### config.mk
export PLATFORM = sky130hd
export DESIGN_NAME = doc_uart_sender
export DESIGN_NICKNAME = d
export VERILOG_FILES = /design/src/rtl/doc_uart_sender.sv
export SDC_FILE = /design/constraint.sdc
export NUM_CORES = 1
export LEC_CHECK = 0
export BUFFER_PORTS_ARGS = -buffer_cell sky130_fd_sc_hd__buf_4
export CAP_MARGIN = 40
export CELL_PAD_IN_SITES_DETAIL_PLACEMENT = 2
export CELL_PAD_IN_SITES_GLOBAL_PLACEMENT = 2
export CORE_ASPECT_RATIO = 0.6
export CORE_MARGIN = 8
export CORE_UTILIZATION = 33
export DETAILED_ROUTE_END_ITERATION = 16
export PLACE_DENSITY_LB_ADDON = 0.1
export SETUP_SLACK_MARGIN = 0.15
export SLEW_MARGIN = 20
export SYNTH_ARGS = -nofsm -noshare
export SYNTH_HDL_FRONTEND = slang
export SYNTH_SLANG_ARGS = --single-unit
### constraint.sdc
create_clock -name clk -period 1.89 [get_ports clk]
set_clock_uncertainty 0.15 [all_clocks]
set_input_delay 0.189 -clock clk [delete_from_list [all_inputs] [get_ports clk]]
set_output_delay 0.189 -clock clk [all_outputs]
set_load 0.03 [all_outputs]
### src/rtl/doc_uart_sender.sv
// -----------------------------------------------------------------------------
// doc_uart_sender
//
// Purpose:
//   Streams the text document RAM out of the board TX pin as UART 8N1 when a
//   send is requested. The stream is row-major text: COLS characters per row
//   followed by CR LF, for ROWS rows (ROWS*(COLS+2) bytes per send). NUL
//   characters in the document are sent as spaces. A one-cycle done pulse
//   after the final stop bit lets the editor clear its document.
//
// Parameters:
//   CLK_HZ  system clock frequency in Hz
//   BAUD    line rate; DIV = CLK_HZ/BAUD clocks per bit
//   ROWS    document rows sent (1..16)
//   COLS    characters per row sent (1..32)
//
// Ports:
//   clk          in   system clock
//   rst          in   asynchronous, active-high reset
//   start        in   single-cycle send request (only honoured in IDLE)
//   read_enable  out  claims the document read port for the whole send
//   read_addr    out  document address {row[3:0], col[4:0]}
//   read_data    in   document data, combinational read of read_addr
//   tx           out  UART serial output, idle high, registered
//   busy         out  high from the accepted start through the done cycle
//   done         out  one-cycle pulse after the final stop bit
//   dbg_state    out  current FSM state encoding (see state_t)
//
// Handshake: start is a fire-and-forget pulse. It is accepted only when the
// FSM is in IDLE (busy low); a pulse at any other time, including the done
// cycle, is dropped. done/busy need no acknowledgement.
// -----------------------------------------------------------------------------
module doc_uart_sender #(
  parameter int CLK_HZ = 100000000,
  parameter int BAUD   = 115200,
  parameter int ROWS   = 15,
  parameter int COLS   = 20
) (
  input  logic       clk,
  input  logic       rst,
  input  logic       start,
  output logic       read_enable,
  output logic [8:0] read_addr,
  input  logic [7:0] read_data,
  output logic       tx,
  output logic       busy,
  output logic       done,
  output logic [2:0] dbg_state
);

  // Clocks per bit and the width of the bit timer that counts 0..DIV-1.
  localparam int DIV     = CLK_HZ / BAUD;
  localparam int TIMER_W = (DIV > 1) ? $clog2(DIV) : 1;

  localparam logic [TIMER_W-1:0] TIMER_LAST = TIMER_W'(DIV - 1);
  localparam logic [4:0]         COL_LAST   = 5'(COLS - 1);
  localparam logic [3:0]         ROW_LAST   = 4'(ROWS - 1);

  typedef enum logic [2:0] {
    S_IDLE      = 3'd0,
    S_LOAD      = 3'd1,
    S_START_BIT = 3'd2,
    S_DATA_BITS = 3'd3,
    S_STOP_BIT  = 3'd4,
    S_NEXT      = 3'd5,
    S_DONE      = 3'd6
  } state_t;

  // What the current byte slot carries: a document character or a line end.
  typedef enum logic [1:0] {
    SEL_CHAR = 2'd0,
    SEL_CR   = 2'd1,
    SEL_LF   = 2'd2
  } sel_t;

  state_t               r_state;
  sel_t                 r_sel;
  logic [3:0]           r_row;
  logic [4:0]           r_col;
  logic [7:0]           r_shift;
  logic [2:0]           r_bit_idx;
  logic [TIMER_W-1:0]   r_timer;
  logic                 r_tx;
  logic                 r_busy;
  logic                 r_done;
  logic                 r_read_enable;

  logic                 w_bit_end;
  logic [7:0]           w_char;

  // Last clock of the current bit period.
  assign w_bit_end = (r_timer == TIMER_LAST);

  // A NUL cell in the document is an empty position on screen; send a space.
  assign w_char = (read_data == 8'h00) ? 8'h20 : read_data;

  always_ff @(posedge clk or posedge rst) begin
    if (rst) begin
      r_state       <= S_IDLE;
      r_sel         <= SEL_CHAR;
      r_row         <= 4'd0;
      r_col         <= 5'd0;
      r_shift       <= 8'd0;
      r_bit_idx     <= 3'd0;
      r_timer       <= '0;
      r_tx          <= 1'b1;
      r_busy        <= 1'b0;
      r_done        <= 1'b0;
      r_read_enable <= 1'b0;
    end else begin
      case (r_state)
        S_IDLE: begin
          r_tx <= 1'b1;
          if (start) begin
            r_state       <= S_LOAD;
            r_row         <= 4'd0;
            r_col         <= 5'd0;
            r_sel         <= SEL_CHAR;
            r_busy        <= 1'b1;
            r_read_enable <= 1'b1;
          end
        end

        // read_addr has been stable since NEXT, so read_data is settled here.
        S_LOAD: begin
          case (r_sel)
            SEL_CHAR: r_shift <= w_char;
            SEL_CR:   r_shift <= 8'h0D;
            default:  r_shift <= 8'h0A;
          endcase
          r_timer <= '0;
          r_tx    <= 1'b0;
          r_state <= S_START_BIT;
        end

        S_START_BIT: begin
          if (w_bit_end) begin
            r_timer   <= '0;
            r_bit_idx <= 3'd0;
            // Present bit 0 and pre-shift so r_shift[0] is always the next bit.
            r_tx      <= r_shift[0];
            r_shift   <= {1'b0, r_shift[7:1]};
            r_state   <= S_DATA_BITS;
          end else begin
            r_timer <= r_timer + 1'b1;
          end
        end

        S_DATA_BITS: begin
          if (w_bit_end) begin
            r_timer <= '0;
            if (r_bit_idx == 3'd7) begin
              r_tx    <= 1'b1;
              r_state <= S_STOP_BIT;
            end else begin
              r_bit_idx <= r_bit_idx + 3'd1;
              r_tx      <= r_shift[0];
              r_shift   <= {1'b0, r_shift[7:1]};
            end
          end else begin
            r_timer <= r_timer + 1'b1;
          end
        end

        S_STOP_BIT: begin
          if (w_bit_end) begin
            r_timer <= '0;
            r_state <= S_NEXT;
          end else begin
            r_timer <= r_timer + 1'b1;
          end
        end

        // Advance the text cursor. The column is left at COLS-1 while the
        // line end is sent, so the address only moves on a new character.
        S_NEXT: begin
          r_tx <= 1'b1;
          if ((r_sel == SEL_LF) && (r_row == ROW_LAST)) begin
            r_state <= S_DONE;
            r_done  <= 1'b1;
          end else begin
            r_state <= S_LOAD;
            case (r_sel)
              SEL_CHAR: begin
                if (r_col == COL_LAST) begin
                  r_sel <= SEL_CR;
                end else begin
                  r_col <= r_col + 5'd1;
                end
              end
              SEL_CR: begin
                r_sel <= SEL_LF;
              end
              default: begin
                r_row <= r_row + 4'd1;
                r_col <= 5'd0;
                r_sel <= SEL_CHAR;
              end
            endcase
          end
        end

        // busy/read_enable stay high through this cycle, so a start pulse
        // landing here is ignored and the editor sees done while still owned.
        S_DONE: begin
          r_done        <= 1'b0;
          r_busy        <= 1'b0;
          r_read_enable <= 1'b0;
          r_tx          <= 1'b1;
          r_state       <= S_IDLE;
        end

        default: begin
          r_state       <= S_IDLE;
          r_done        <= 1'b0;
          r_busy        <= 1'b0;
          r_read_enable <= 1'b0;
          r_tx          <= 1'b1;
        end
      endcase
    end
  end

  assign read_enable = r_read_enable;
  assign read_addr   = r_read_enable ? {r_row, r_col} : 9'd0;
  assign tx          = r_tx;
  assign busy        = r_busy;
  assign done        = r_done;
  assign dbg_state   = r_state;

endmodule

; ---- Word level (Yosys, flattened, before mapping)
; Cells that the tools add are included.
; Widths: inputs -> output; s select.
[totals]
reg_bits = 38
in_bits = 11
output_inout_bits = 16
[classes]
addsub = 4
n_eq_ne = 23
muxes = 42
bitwise = 3
reduce_logical = 21
[ops]
columns = cell, count
row1 = $mux 8, 4
row2 = $mux 3, 9
row3 = $pmux 8 s3, 1
row4 = $ne 2x2->1 const B, 10
row5 = $pmux 10 s2, 1
row6 = $pmux 5 s2, 2
row7 = $pmux 3 s6, 1
row8 = $pmux 8 s2, 1
row9 = $reduce_and 4->1, 4
row10 = $mux 5, 3
row11 = $mux 4, 3
row12 = $add 10x1->10 const B, 1
row13 = $eq 10x10->1 const B, 1
row14 = $mux 10, 1
row15 = $reduce_and 5->1, 2
row16 = $reduce_or 5->1, 2
row17 = $eq 3x3->1 const B, 3
row18 = $mux 9, 1
row19 = $logic_not 8->1, 1
row20 = $pmux 2 s2, 2
row21 = $pmux 4 s2, 1
row22 = $eq 3x2->1 const B, 2
row23 = $mux 2, 3
row24 = $ne 3x3->1 const B, 2
row25 = 22 further kinds, 32

; ---- Depth between registers and ports, before layout
; Gate-level depths: netlist of the first run.
[depth]
depth_word = 5
mapped_depth = 7
mapped_depth_nobuf = 6

; ---- Least setup slack after synthesis of the first run
; No wires, ideal clock.
[synth_timing]
path_type = reg-to-reg
from = register r_timer[0]
to = register r_shift[0]
setup_time_ns = 0.125
arrival_time_ns = 1.766
t_required_ns = 1.615
path_slack_ns = -0.151
stages_incl_launch_ff = 6
path_cell_list = dfrtp_1 > ha_1 > and4b_1 > nand4_1 > o32ai_4 > mux2_2
[synth_between]
elab_chain_cells = 3
word_cells_on_any_way = 4
[synth_rtl]
columns = element, line_no
row1 = "start, declared", 82  ; logic [TIMER_W-1:0] r_timer;
row2 = "start signal, assigned", 145  ; r_timer <= r_timer + 1'b1;
row3 = "start signal, assigned", 161  ; r_timer <= r_timer + 1'b1;
row4 = "start signal, assigned", 170  ; r_timer <= r_timer + 1'b1;
row5 = $eq 10x10->1 *, 92  ; assign w_bit_end = (r_timer == TIMER_LAST);
row6 = $ne 2x2->1 (no line), --
row7 = $reduce_and 4->1 (no line) *, --
row8 = "end signal, assigned", 127  ; SEL_CHAR: r_shift <= w_char;
row9 = "end signal, assigned", 142  ; r_shift <= {1'b0, r_shift[7:1]};
row10 = "end signal, assigned", 158  ; r_shift <= {1'b0, r_shift[7:1]};
row11 = "end, declared", 80  ; logic [7:0] r_shift;
; Mark *: on every way between the ends. The rest lies on a longest branch, timed or not.
; A chain may end at the register's enable or synchronous reset.

; ---- Worst setup path after layout of the first run
[layout_timing]
from = register r_timer[1]
to = register r_bit_idx[0]
[layout_between]
elab_chain_cells = 3
word_cells_on_any_way = 4
[layout_rtl]
columns = element, line_no
row1 = $eq 10x10->1 *, 92
row2 = $ne 2x2->1 (no line), --
row3 = $reduce_and 4->1 (no line) *, --
row4 = "end signal, assigned", 156  ; r_bit_idx <= r_bit_idx + 3'd1;
row5 = "end, declared", 81  ; logic [2:0] r_bit_idx;
; Marked as above.

==> flow_results.org, run 1 <==
** Run status
- The run finished, with violations left.
- The checks that failed: setup timing.

** Clock tree
- At the later pin of the worst-skew pair, clock insertion delay measures 0.29 ns.
- In this run the clock root is driven by a clkbuf_16.
- Clock-pin slew reported for the worst setup and hold paths after clock tree synthesis :: 0.06 ns
- The clock passes through at most 2 buffers.
- The H-tree was split into 2 levels.
- TritonCTS built the clock tree.
- TritonCTS Buffers :: 5
- CTS Sinks :: 38

** Logic synthesis
- Fraction of synthesis flops using an asynchronous set or reset pin :: 1.00
- Synthesis handed over a netlist of 237 instances.
- A synthesized cell averages 9.54 µm².
- Of the total synthesized cell area, the portion taken by full adders, half adders and majority gates is 0.0332.
- After synthesis, the largest family of logic cells by area is compound AO/OA/AOI/OAI gates.
- Post-synthesis cell area :: 0.00226 mm²
- Compound-gate portion of the synthesized area :: 0.214
- Of the total synthesized cell area, the portion taken by AND, OR, NAND and NOR gates is 0.213.
- Of the post-synthesis cell area, the part taken by muxes is 0.0526.
- The synthesized netlist contains 57 unique library cells.
- Parity-gate share of the synthesized area counting xor and xnor cells :: 0.0232
- Count of yosys warnings during synthesis :: 0
- EDFF count, synth :: 0
- Share of synthesized area occupied by flip-flops and latches :: 0.421
- Flip-flop and latch count after synthesis :: 38
- When the netlist entered floorplanning its net count stood at 254.
- Top flip-flop cell by instance count after synthesis :: dfrtp_1

** Route
- Average detailed-routed wire length per instance :: 23.4 µm
- Via density per instance :: 5.69
- Post-route ant nets :: 0
- Aggregate routed wire length :: 9440 µm
- Vias post-DR :: 2300
- First-iteration detailed-routing DRC count :: 90
- The first detailed-routing pass took 4 iterations.
- Number of remaining DRC errors :: 0

** Global routing
- Number of global-route vias before repair :: 2468
- In the global route stage, overall resource usage came out at 0.188.
- Total congestion overflow after global routing :: 0
- The first global-routing pass estimated 14200 µm of wire.
- The number of antenna violations at the first check in global routing came to 0.
- Entering global routing, the biggest net connects 39 pins.

** Timing
- Final hold analysis gives a worst-case slack of 0.0241 ns.
- Across all setup checks in the final design, the least slack found is -0.139 ns.
- At the pin with the least slew margin, the transition time is 0.572 ns.
- The count of final hold-check violations came to 0.
- Derived from the worst setup path, the maximum achievable clock frequency is 493 MHz.
- Setup violators final :: 18
- Worst slew margin relative to its limit :: 0.616
- The smallest clock period supported by the final layout is computed as 2.03 ns.
- Setup repair after global routing could not meet its margin everywhere.
- In the finished design, the share of the clock period the worst path needs comes to 1.07.
- Slew Viols, Final :: 0

** Setup path
- The worst register-to-register path ends at r_bit_idx[0].
- In this run the worst setup path terminates at r_bit_idx[0].
- For the worst flop-to-flop path, the logic depth is 6.
- At the worst endpoint, the required time is 1.93 ns.
- Worst EP arrival :: 2.07 ns
- Setup slack on the worst reg-to-reg path comes out at -0.14 ns.
- STA classifies the critical path endpoint as a flip-flop.
- Of all nets on the critical path, the largest fanout is 4.
- In this run the critical register-to-register path is launched from r_timer[1].
- Critical path type :: reg2reg
- The most critical setup path has its startpoint at r_timer[1].
- Critical Path Source Type :: flip-flop

** Pwr
- Clock Power Share :: 0.494
- Net switching fraction of the power :: 0.232
- Internal power :: 0.00133 W
- Summed over all nets, the switching power comes to 0.000403 W.
- The share of total power dissipated in sequential elements is 0.473.
- Pleak :: 1.54 nW
- The design draws 0.00173 W.
- Highest ir drop seen on vdd :: 0.270 mV
- Portion of total power attributed to combinational logic :: 0.033
- In this run the power density over the cells is 506 mW/mm².

** Floorplan
- Horizontal extent of the die :: 123 µm
- Pin placement for this block handled 27 I/O pins.
- The floorplan step defined a die boundary enclosing 0.00984 mm².
- Cell row count :: 23
- Core Box Area :: 0.00665 mm²
- The initial utilization of the core area, before any placement, comes to 0.340.
- Vertical extent of the die :: 80.1 µm

** Job
- Max_cap viols :: 0

** Cells and area
- Core Util, Final :: 0.515
- Commonest cells after routing, fill and taps aside :: buf_4 (72), dfrtp_1 (34), nand2_1 (23), buf_6 (10)
- Syn-to-layout area delta :: 51.5%
- Leading cell type in the layout, fill and taps excluded :: buf_4
- Number of nets in the final layout :: 333
- Excluding fillers, the count of instances in the completed layout stands at 404.
- The number of antenna diodes in the final layout is 0.
- In the final layout, the share of cells above drive strength 1 is 0.442.

** Placed design
- The HPWL after detailed placement is 5860 µm.
- Final estimated routing congestion in global placement :: 0.781
- Port buffering added 26 buffers.
- OpenSTA, run right after detailed placement, puts the worst setup slack at -0.327 ns.
- Cell count after placement :: 383

** Min path
- Min-delay src :: read_data[7]
- In this run the worst hold path is classified as in2reg.
-- flip-flops by register name, indices dropped and copies added (netlist names) --
signal and flops:
read_enable 1, dbg_state 3, r_row 4, r_timer 10
tx 1, r_sel 2, done 1, r_bit_idx 3
r_shift 8, r_col 5
-- power groups by stage --
stage	clock network [W]	registers [W]	logic, W
4_1_cts	0.000853	0.000821	0.0000579
3_3_place_gp	0	0.000835	0.0000553
5_1_grt	0.000899	0.000821	0.0000642
6_report	0.000857	0.000821	0.0000573
3_5_place_dp	0	0.000835	0.0000562
2_1_floorplan	0	0.000833	0.0000236
-- routing by layer --
metal,vias to the layer above,GRT usage,routed length [µm]
met3,12,0.0420,371
met4,0,0.0387,87
met1,1197,0.265,4630
met5,-,0,0
met2,51,0.288,4350
li1,1040,-,-
-- repair_timing --
item / 4_1_cts / 5_1_grt
hold endpoints to repair: 37 / 0
setup endpoints to repair: 34 / 34
gates resized for setup: 43 / 28
hold buffers: 1 / 0
setup buffers: 7 / 5
pin swaps: 21 / 11
-- worst max-delay path, stage by stage (launching register included) --
cell	delay, ns
dfrtp_1	0.37
ha_2	0.19
and4b_1	0.21
nand4_1	0.20
buf_6	0.21
or3_4	0.39
o311ai_4	0.22
-- per-stage QoR --
| step | setup TNS (ns) | area, µm² |
|---|---|---|
| 2_1_floorplan | -0.905 | 2280 |
| 3_3_place_gp | -1.17 | 2900 |
| 3_5_place_dp | -2.57 | 2900 |
| 4_1_cts | -1.49 | 3250 |
| 5_1_grt | -4.13 | 3430 |
| 6_report | -1.57 | 3430 |
-- cells in the mapped netlist, drive strengths merged, types with 2 or more instances --
library cell / n / area share
nand3: 10 / 0.022
nand4: 2 / 0.0055
o311ai: 2 / 0.0077
or3: 3 / 0.0083
o21ai: 14 / 0.031
a31oi: 9 / 0.025
mux2i: 4 / 0.018
xor2: 3 / 0.012
and2: 10 / 0.028
mux2: 7 / 0.035
clkbuf: 7 / 0.012
o211ai: 7 / 0.023
nand3b: 5 / 0.017
or4: 2 / 0.0066
a22o: 3 / 0.012
dfrtp: 37 / 0.41
nor2: 6 / 0.010
a21oi: 8 / 0.018
buf: 7 / 0.017
o22ai: 2 / 0.0055
a211oi: 2 / 0.0066
nand2: 24 / 0.040
nor4: 2 / 0.0055
xnor2: 3 / 0.012
ha: 6 / 0.033
o31ai: 5 / 0.017
and4b: 2 / 0.0089
nand2b: 3 / 0.0083
inv: 9 / 0.015
nor3: 6 / 0.013
a21o: 2 / 0.0066
-- cell type report --
type                            instances  area (µm²)
Fill cell                             680        3220
Multi-Input combinational cell        176        1460
Sequential cell                        38         956
Timing Repair Buffer                   86         723
Clock buffer                            8         136
Tap cell                               87         109
Inverter                                9        37.5
-- worst min path at each step --
| stage | depth (start not counted) | end | slack, ns |
|---|---|---|---|
| floorplan | 2 | r_shift[7] | 0.18 |
| global placement | 3 | r_row[2] | 0.22 |
| detailed placement | 3 | r_row[2] | 0.23 |
| CTS | 3 | r_shift[7] | 0.03 |
| global route | 3 | r_shift[7] | 0.05 |
| finish | 3 | r_shift[7] | 0.02 |
-- cells by family (layout without fill, tap and decap cells) --
family / count (synthesis) / count (layout)
AOI/OAI and AO/OA: 68 / 68
muxes: 11 / 11
DFF: 38 / 38
adders and majority gates: 6 / 6
xor gates and xnor gates: 6 / 6
buffers and inverters: 23 / 103
and+or+nand+nor: 85 / 85
Power figures use the tool's default switching activity.
==> inputs of run 2 (changes only) <==
SETUP_SLACK_MARGIN = default   (was 0.15)
==> flow_results.org, run 2 (synthesis results as in run 1) <==
** Run status
- Outcome: finished with violations (unchanged).
- Violations in the final reports: setup timing (unchanged).

** Floorplan
- The die height was 80.1 µm (unchanged).
- The horizontal die dimension was 123 µm (unchanged).
- The top-level I/O count is 27 (unchanged).
- The overall die area was 0.00984 mm² (unchanged).
- The number of standard-cell rows in the floorplan was 23 (unchanged).
- Initial Util :: 0.340 (unchanged)
- The area of the core came to 0.00665 mm² (unchanged).

** Setup path
- Required arrival time at the worst endpoint :: 1.91 ns (was 1.93 ns)
- The element type at the critical path end is a flip-flop (unchanged).
- Crit path from :: r_bit_idx[1] (was r_timer[1])
- The origin of the critical flop-to-flop path is r_bit_idx[1] (was r_timer[1]).
- Largest fanout on the critical path :: 8 (was 4)
- Worst EP arrival :: 2.07 ns (about the same)
- The kind of critical path is reg2reg (unchanged).
- The category of the worst setup path launch point was a flip-flop (unchanged).

** Timing
- The relative slew slack came to 0.670 (was 0.616).
- Worst path setup slack after routing :: -0.161 ns (was -0.139 ns)
- The highest clock frequency the design can meet is 487 MHz (was 493 MHz).
- Setup repair after global routing missed its margin :: true (unchanged)
- The number of max-slew violations in the final report is 0 (unchanged).
- Setup violators final :: 13 (was 18)
- Clock period minus worst slack :: 2.05 ns (was 2.03 ns)
- Final hold viol count :: 0 (unchanged)
- The share of the cycle needed by the critical path after routing is 1.09 (was 1.07).
- Transition at the pin with the smallest max-transition slack :: 0.492 ns (was 0.572 ns)

** Route
- Total length of routed met3 wires :: 442 µm (was 371 µm)
- Via density per instance :: 5.61 (was 5.69)
- Pre-Repair DR Iteration Count :: 4 (unchanged)
- First-iteration detailed-routing DRC count :: 106 (was 90)
- Vias post-DR :: 2274 (was 2300)
- The post-detailed-route count of antenna-violating nets is 0 (unchanged).
- The final wirelength is 8980 µm (was 9440 µm).
- The remaining design rule violation count is 0 (unchanged).
- The total routed wire length on the met1 layer was 4140 µm (was 4630 µm).
- Detailed route wirelength on metal2 :: 4100 µm (was 4350 µm)
- The highest metal layer used by the detailed router was met4 (unchanged).
- Average detailed-routed wire length per instance :: 22.2 µm (was 23.4 µm)

** Clock tree
- CTS Sinks :: 38 (unchanged)
- The clock slew at the register clock pins of the worst setup and hold paths was 0.06 ns (about the same).
- The TritonCTS clock tree is built (unchanged).
- The number of levels the H-tree was split into came to 2 (unchanged).
- Source-to-sink clock delay at the later pin of the worst-skew pair :: 0.29 ns (about the same)
- The number of buffers created by CTS came to 5 (unchanged).
- Root buffer cell :: clkbuf_16 (unchanged)
- Maximum clock path buffer count :: 2 (unchanged)

** Cells and area
- Commonest cells after routing, fill and taps aside :: buf_4 (78), dfrtp_1 (34), nand2_1 (23) (was buf_4 (72), dfrtp_1 (34), nand2_1 (23), buf_6 (10))
- The most common cell after layout, fill and taps aside was buf_4 (unchanged).
- The number of antenna diodes was 0 (unchanged).
- Layout cell share with drive strength beyond 1 :: 0.399 (was 0.442)
- Registers with the highest flip-flop counts :: r_timer (10), r_shift (8), r_col (5) (unchanged)
- The register bank with the most flops is r_timer (unchanged).
- Syn-to-layout area delta :: 45.5% (was 51.5%)
- The final cell utilization of the core was 0.495 (was 0.515).
- Number of flip-flops in the largest register :: 10 (unchanged)
- Number of nets in the final layout :: 334 (was 333)

** Min path
- Type of the tightest min-delay check :: in2reg (unchanged)
- Min-delay src :: read_data[7] (unchanged)

** Global routing
- Number of global-route vias before repair :: 2382 (was 2468)
- First-pass GRT wire length :: 13200 µm (was 14200 µm)
- The largest net degree at the start of global routing was 21 (was 39).
- Combined global-route utilization of all metal layers :: 0.173 (was 0.188)
- The number of antenna violations at the first check in global routing was 0 (unchanged).
- Total congestion overflow after global routing :: 0 (unchanged)

** Pwr
- Pwr Total :: 0.00176 W (was 0.00173 W)
- The cell-internal power was 0.00137 W (was 0.00133 W).
- The net switching power is 0.000394 W (was 0.000403 W).
- The proportion of power drawn by combinational gates is 0.035 (was 0.033).
- The share of power burned in the clock network came to 0.499 (was 0.494).
- Power per Cell Area :: 535 mW/mm² (was 506 mW/mm²)
- The static leakage is 1.53 nW (was 1.54 nW).
- The peak supply drop was 0.278 mV (was 0.270 mV).
- Seq pwr share :: 0.466 (was 0.473)
- The switching portion of total power is 0.224 (was 0.232).

** Placed design
- The final weighted congestion in routability-driven placement is 0.736 (was 0.781).
- Number of buffer cells added on primary ports :: 26 (unchanged)
- Placed wire-length estimate :: 5820 µm (was 5860 µm)

** Job
- Max_cap viols :: 0 (unchanged)
## run 2: changes by cell type in the layout (fill, tap and decap cells not counted), moves of 3 or more
cell,before,now
a31oi_1,5,8
buf_4,72,78
buf_6,10,4
o21ai_0,4,7
o21ai_1,1,5
o21ai_2,9,2
## run 2: what timing repair did
| item | CTS | global route |
|---|---|---|
| hold buffers | 1 | 0 |
| resized for setup | 22 | 19 |
| gates cloned | 0 | 0 |
| pin swaps | 7 | 1 |
| setup buffers | 7 | 1 |
| endpoints found under the hold margin | 9 | 0 |
| endpoints found under the setup margin | 21 | 25 |
## run 2: worst max-delay path, cell delays in order, from the launching register on
cell     delay, ns
dfrtp_1       0.40
ha_1          0.19
ha_2          0.21
and2_4        0.19
o32ai_4       0.30
buf_12        0.18
mux2_4        0.31
## run 2: final timing paths
check / to / slack, ns / depth (start not counted)
setup / recovery: r_shift[2] / -0.16 / 6
hold / removal: r_shift[7] / 0.02 / 3
setup reg to reg: r_shift[2] / -0.16 / 6
hold reg to reg: r_shift[0] / 0.37 / 1
max in group asynchronous: tx / 0.63 / 4
min in group asynchronous: read_enable / 0.33 / 3
## run 2: per-stage QoR
step                hold WS (ns)  area [µm²]  setup TNS, ns  std cells  setup WS, ns
global placement          0.0759        2930          -1.21        388        -0.144
CTS                       0.0345        3200          -1.22        404        -0.147
global route              0.0572        3290          -2.87        405        -0.250
detailed placement        0.0860        2930          -2.29        388        -0.225
floorplan                  0.176        2260         -0.911        237        -0.151
finish                    0.0245        3290          -1.58        405        -0.161
## run 2: power by group through the flow
stage | clock network [W] | logic, W | registers, W
after floorplan | 0 | 0.0000232 | 0.000833
after global routing | 0.000923 | 0.0000681 | 0.000820
after CTS | 0.000889 | 0.0000627 | 0.000820
after global placement | 0 | 0.0000601 | 0.000835
final | 0.000878 | 0.0000619 | 0.000820
after detailed placement | 0 | 0.0000610 | 0.000835
## run 2: cell type report
| class | count | area, µm² |
|---|---|---|
| Clock inverter | 1 | 5.00 |
| Fill cell | 704 | 3360 |
| Clock buffer | 7 | 143 |
| Inverter | 9 | 33.8 |
| Timing Repair Buffer | 87 | 716 |
| Sequential cell | 38 | 956 |
| Multi-Input combinational cell | 176 | 1330 |
| Tap cell | 87 | 109 |
## run 2: routing by layer
metal,GRT usage,vias up
met4,0.0544,0
met3,0.0364,25
li1,-,1046
met2,0.261,59
met1,0.243,1144
met5,0,-
